<file path="src/rtl/rom_arbiter.sv">
// rom_arbiter: two-requester arbiter in front of a shared, pipelined image ROM.
// Requests are masked for one cycle after a grant so that a requester holding
// req continuously gets at most every second slot. Contention goes to the
// requester that was not granted most recently. A tag pipeline follows each
// issued access through the ROM latency and routes the returned data to the
// right requester, in issue order.
module rom_arbiter #(
  parameter int ADDR_W  = 12,
  parameter int DATA_W  = 12,
  parameter int ROM_LAT = 1
) (
  input  logic              pclk,
  input  logic              rst,
  input  logic              req0,
  input  logic [ADDR_W-1:0] addr0,
  output logic              gnt0,
  output logic [DATA_W-1:0] rdata0,
  output logic              rvalid0,
  input  logic              req1,
  input  logic [ADDR_W-1:0] addr1,
  output logic              gnt1,
  output logic [DATA_W-1:0] rdata1,
  output logic              rvalid1,
  output logic [ADDR_W-1:0] rom_addr,
  input  logic [DATA_W-1:0] rom_data
);

  // Requester id of the most recent grant; reset to 1 so requester 0 wins
  // the first contention.
  logic last_grant;

  // Stage k holds the access issued k edges ago. Stage ROM_LAT lines up with
  // the cycle in which rom_data is valid for that access.
  logic [ROM_LAT:0] tag_valid;
  logic [ROM_LAT:0] tag_id;

  logic              mask0;
  logic              mask1;
  logic              issue;
  logic              win_id;
  logic [ADDR_W-1:0] win_addr;

  // Masked requests and winner selection for the current cycle.
  always_comb begin
    mask0    = req0 & ~gnt0;
    mask1    = req1 & ~gnt1;
    issue    = mask0 | mask1;
    win_id   = 1'b0;
    win_addr = addr0;
    if (mask0 && mask1) begin
      win_id = ~last_grant;
    end else if (mask1) begin
      win_id = 1'b1;
    end
    if (win_id) begin
      win_addr = addr1;
    end
  end

  // Grant pulses, registered ROM address and last-grant history.
  always_ff @(posedge pclk) begin
    if (rst) begin
      gnt0       <= 1'b0;
      gnt1       <= 1'b0;
      rom_addr   <= '0;
      last_grant <= 1'b1;
    end else begin
      gnt0 <= issue & ~win_id;
      gnt1 <= issue & win_id;
      if (issue) begin
        rom_addr   <= win_addr;
        last_grant <= win_id;
      end
    end
  end

  // Tag pipeline shifting one stage per edge; reset drops in-flight accesses.
  always_ff @(posedge pclk) begin
    if (rst) begin
      tag_valid <= '0;
      tag_id    <= '0;
    end else begin
      tag_valid <= {tag_valid[ROM_LAT-1:0], issue};
      tag_id    <= {tag_id[ROM_LAT-1:0], win_id};
    end
  end

  // Capture returning ROM data into the owning requester's output register.
  always_ff @(posedge pclk) begin
    if (rst) begin
      rvalid0 <= 1'b0;
      rvalid1 <= 1'b0;
      rdata0  <= '0;
      rdata1  <= '0;
    end else begin
      rvalid0 <= tag_valid[ROM_LAT] & ~tag_id[ROM_LAT];
      rvalid1 <= tag_valid[ROM_LAT] & tag_id[ROM_LAT];
      if (tag_valid[ROM_LAT] && !tag_id[ROM_LAT]) begin
        rdata0 <= rom_data;
      end
      if (tag_valid[ROM_LAT] && tag_id[ROM_LAT]) begin
        rdata1 <= rom_data;
      end
    end
  end

endmodule

</file>
<file path="config.mk">
export PLATFORM = sky130hd
export DESIGN_NAME = rom_arbiter
export DESIGN_NICKNAME = d
export VERILOG_FILES = /design/src/rtl/rom_arbiter.sv
export SDC_FILE = /design/constraint.sdc
export NUM_CORES = 1
export LEC_CHECK = 0
export BUFFER_PORTS_ARGS = -buffer_cell sky130_fd_sc_hd__buf_2
export CAP_MARGIN = 20
export CORE_MARGIN = 4
export CORE_UTILIZATION = 50
export DETAILED_ROUTE_END_ITERATION = 7
export PLACE_DENSITY = 0.93
export SYNTH_ARGS = -nofsm -noshare
export SYNTH_HDL_FRONTEND = slang
export SYNTH_SLANG_ARGS = --single-unit
export TNS_END_PERCENT = 30
</file>
<file path="constraint.sdc">
create_clock -name pclk -period 2.1 [get_ports pclk]
set_input_delay 0.42 -clock pclk [delete_from_list [all_inputs] [get_ports pclk]]
set_output_delay 0.42 -clock pclk [all_outputs]
set_load 0.01 [all_outputs]
</file>
; Word level (Yosys, flattened, before mapping)
; Cells that the tools add are included.
[classes]
addsub = 0
multipliers = 0
div = 0
n_lt_le_gt_ge = 0
eq_ne = 0
shift = 0
muxes = 3
bitwise = 12
reduce_logical = 4
[op_table]
columns = op, count
row1 = $mux W12, 1
row2 = $and A1 B1 Y1, 6
row3 = $not A1 Y1, 5
row4 = $logic_and A1 B1 Y1, 3
row5 = $mux W1, 2
row6 = $logic_not A1 Y1, 1
row7 = $or A1 B1 Y1, 1
[totals]
reg_bits = 45
latchBits = 0
ramBits = 0
romBits = 0
inputBits = 40
output_inout_bits = 40
mem_count = 0

; Longest topological paths before layout
[logic_depth]
ltp_word = 6
mapped_depth = 5

; Least setup slack after synthesis
; No wires, ideal clock.
[synth_path]
kind = input-to-reg
from = in req1
to = reg rom_addr[10]
setup_ns = 0.122
t_arrival_ns = 1.142
t_required_ns = 1.978
setup_slack_ns = 0.836
stages = 4
path_buffers = 1
path_cell_list = and2b_1 -> buf_2 -> and4b_1 -> a221o_1
[synth_between]
elab_chain_len = 4
[synth_rtl]
columns = element, line
row1 = "start, declared", 19  ; input logic req1,
row2 = $and A1 B1 Y1 *, 46  ; mask1 = req1 & ~gnt1;
row3 = $mux W1 / $logic_and A1 B1 Y1 (equally long branches), "52, 50"
row4 = $mux W1, 50  ; if (mask0 && mask1) begin
row5 = $mux W12, 55  ; if (win_id) begin
row6 = "end signal, assigned", 71  ; rom_addr <= win_addr;
row7 = "end, declared", 24  ; output logic [ADDR_W-1:0] rom_addr,
; Mark *: on every way between the ends. The rest lies on a longest branch, timed or not.
; A chain may end at the register's enable or synchronous reset.

; Final worst setup path
[layout_path]
from = reg gnt1
to = reg rom_addr[5]
[layout_between]
elab_chain_len = 5
[layout_rtl]
columns = element, line
row1 = "start, declared", 21  ; output logic gnt1,
row2 = "start signal, assigned", 69  ; gnt1 <= issue & win_id;
row3 = $not A1 Y1 *, 46
row4 = $and A1 B1 Y1 *, 46
row5 = $mux W1 / $logic_and A1 B1 Y1 (equally long branches), "52, 50"
row6 = $mux W1, 50
row7 = $mux W12, 55
; Marks and branches as above.

==> results.yml <==
power_and_ir_drop:
  intPower_mw: 1.15
  vdd_drop_max_mv: 0.474
  leakagePower_nw: 1.05
  powerDensity_nw_per_um2: 713
  seq_power_share_pct: 58.1
  switchingPower_mw: 0.448
  combinationalPowerShare_pct: 15.5
  p_sw_share_pct: 28.0
  clkPwrFrac_pct: 26.5
synthesis:
  yosysUniqueCellTypes: 17
  synth_top_family_by_area: "simple AND/OR/NAND/NOR gates"
  synthAdderAreaFrac_pct: 0
  synth-edff-count: 0
  yosys.area_share.xor_xnor_pct: 0
  synth.mux.area_fraction_pct: 0
  synth-seq-cells: 45
  netlist_area_um2: 1790
  yosys.area_share.simple_pct: 27.9
  synth-main-ff-cell: "dfxtp_1"
  synth_compound_area_share_pct: 17.3
  syn_nets: 241
  async_reset_ff_share_pct: 0
  ys_seq_area_share_pct: 50.2
  synth_cells: 201
  yosys_warnings: 0
  syn_avg_cell_area_um2: 8.92
critical_path:
  worstPathArrival_ns: 1.72
  end_kind: "register"
  worst-path-max-fanout: 16
  required_ns: 2.35
  path_cells: "and2b_1, nand2_2, a221o_1"
  cp_slowest_cell: "and2b_1"
  rr_worst_depth: 3
  cp-start-kind: "register"
  worst_r2r_endpoint: "rom_addr[5]$_SDFFE_PP0N_"
  max_stage_delay_ns: 0.40
  reg2reg_slack_ns: 0.62
  worst-setup-path-type: "reg2reg"
  reg2reg_from: "gnt1$_SDFF_PP0_"
min_path:
  holdPathStages: 3
  holdCritPathClass: "in2reg"
  min_from: "rom_data[4]"
  min_to: "rdata1[4]$_SDFFE_PP0P_"
die:
  die_w_um: 67.9
  core-area_um2: 3390
  initial_core_util_pct: 52.9
  pin_count: 80
  dieArea_um2: 4610
  die_h_um: 67.9
  rows: 21
run_status:
  outcome: "complete, no violations"
drt:
  wl_per_cell_um: 13.3
  drt-total-wl_um: 4270
  avgViaCountPerCell: 5.26
  first_pass_iters: 4
  antenna_left: 0
  route.vias.total: 1682
  drc: 0
  drt-initial-drc-count: 144
sta:
  rsz0062_at_grt: "no"
  fin_tns_setup_ns: 0
  fin_ws_ns: 0.625
  hold_viol: 0
  setup_viol_count_final: 0
  fin_crit_sh_pct: 70.3
  fin_crit_ns: 1.48
  fmaxAchievable_mhz: 678
  max_slew_margin_pct: 67.1
  final-max-slew-violation-count: 0
  whs_ns: 0.291
  worst_pin_slew_ns: 0.494
  worst_clock_skew_ns: 0.0158
cts:
  clock_path_buffers: 2
  h-tree-depth: 2
  root_buffer: "clkbuf_4"
  cts_num_sinks: 45
  insertion_delay_ns: 0.35
  ctsResizeCount: 0
  postCtsHoldBufs: 0
  cts_tree: "done"
  postCtsSetupBuffers: 0
  numCtsBuffers: 5
  path_clk_slew_ns: 0.15
finish:
  nNetsFinal: 313
  finalNonFillerCells: 320
  syn2layout_area_growth_pct: 25.1
  n_antenna_cell: 0
  post-route-util_pct: 66.1
  layout_commonest_cell: "buf_2"
  final_cell_mix: "buf_2, nand2_1, dfxtp_1"
  drive_gt1_share_pct: 34.3
global_routing:
  grt_pass1_wl_um: 6800
  grt_pass1_vias: 1541
  overflow: 0
  grt.total_usage_pct: 19.7
  antenna_found_initial: 0
  grt_max_degree: 32
placed_design:
  dp_cells: 312
  preCtsSetupSlack_ns: 0.462
  gp_congestion: 0.810
  port_buffers: 79
  hpwl_um: 3190
job:
  cap_violations: 0
critical path, delay by kind of cell, from the launching register on:
kind	cells	cell delay, ns
AOI/OAI and AO/OA	1	0.36
and+or+nand+nor	2	0.67
DFF	1	0.35
area by class of cell:
type / count / area, um2
Fill cell: 296 / 1150
Sequential cell: 45 / 901
Multi-Input combinational cell: 140 / 811
Timing Repair Buffer: 81 / 410
Tap cell: 46 / 57.6
Clock buffer: 5 / 37.5
Clock inverter: 3 / 25.0
through the flow:
stage	power [mW]	instance area (um2)
detailed placement	1.19	2180
floorplan	1.09	1790
CTS	1.61	2240
global placement	1.19	2180
finish	1.60	2240
global route	1.67	2240
state kept, by name (all words and copies together), names as in the netlist:
| register | flops |
|---|---|
| rdata0 | 12 |
| rvalid0 | 1 |
| rvalid1 | 1 |
| rdata1 | 12 |
| gnt1 | 1 |
| last_grant | 1 |
| tag_valid | 2 |
| gnt0 | 1 |
| tag_id | 2 |
| rom_addr | 12 |
how the worst max path moves through the flow:
stage | cells past startpoint | endpoint | slack [ns] | from
global placement | 4 | rom_addr[10]$_SDFFE_PP0N_ | 0.52 | req1
CTS | 3 | rom_addr[5]$_SDFFE_PP0N_ | 0.62 | gnt1$_SDFF_PP0_
floorplan | 4 | rom_addr[10]$_SDFFE_PP0N_ | 0.84 | req1
global route | 3 | rom_addr[1]$_SDFFE_PP0N_ | 0.52 | gnt1$_SDFF_PP0_
finish | 3 | rom_addr[5]$_SDFFE_PP0N_ | 0.62 | gnt1$_SDFF_PP0_
detailed placement | 4 | rom_addr[5]$_SDFFE_PP0N_ | 0.46 | req1
synthesized netlist by cell type, types with 2 or more instances:
library cell / instances / share of area [%]
clkbuf_1: 4 / 0.84
and4b_1: 12 / 6.7
nor2_1: 4 / 0.84
nand2_1: 50 / 10
nor2b_1: 3 / 1.0
a21oi_1: 38 / 11
a221o_1: 12 / 6.7
dfxtp_1: 45 / 50
nand2b_4: 2 / 1.5
nand2b_1: 13 / 4.5
and2_1: 2 / 0.70
buf_2: 11 / 3.1
cells by family (layout without fill, tap and decap cells):
| family | Yosys count | count (layout) |
|---|---|---|
| AO/OA/AOI/OAI | 50 | 50 |
| buffers and inverters | 16 | 89 |
| flip-flops | 45 | 45 |
| AND/OR/NAND/NOR | 90 | 90 |
power by group through the flow:
| stage | combinational [mW] | sequential, mW | clock [mW] |
|---|---|---|---|
| 6_report | 0.247 | 0.929 | 0.424 |
| 5_1_grt | 0.274 | 0.934 | 0.466 |
| 4_1_cts | 0.248 | 0.928 | 0.434 |
| 3_5_place_dp | 0.249 | 0.945 | 0 |
| 3_3_place_gp | 0.240 | 0.945 | 0 |
| 2_1_floorplan | 0.129 | 0.963 | 0 |
per-layer routing:
layer	routed length (um)	vias to the layer above	track usage, %
met5	0	-	0
met4	27	0	7.69
met3	419	4	5.09
met2	2050	80	33.0
met1	1780	758	24.2
li1	-	840	-
(Power assumes the default switching activity.)
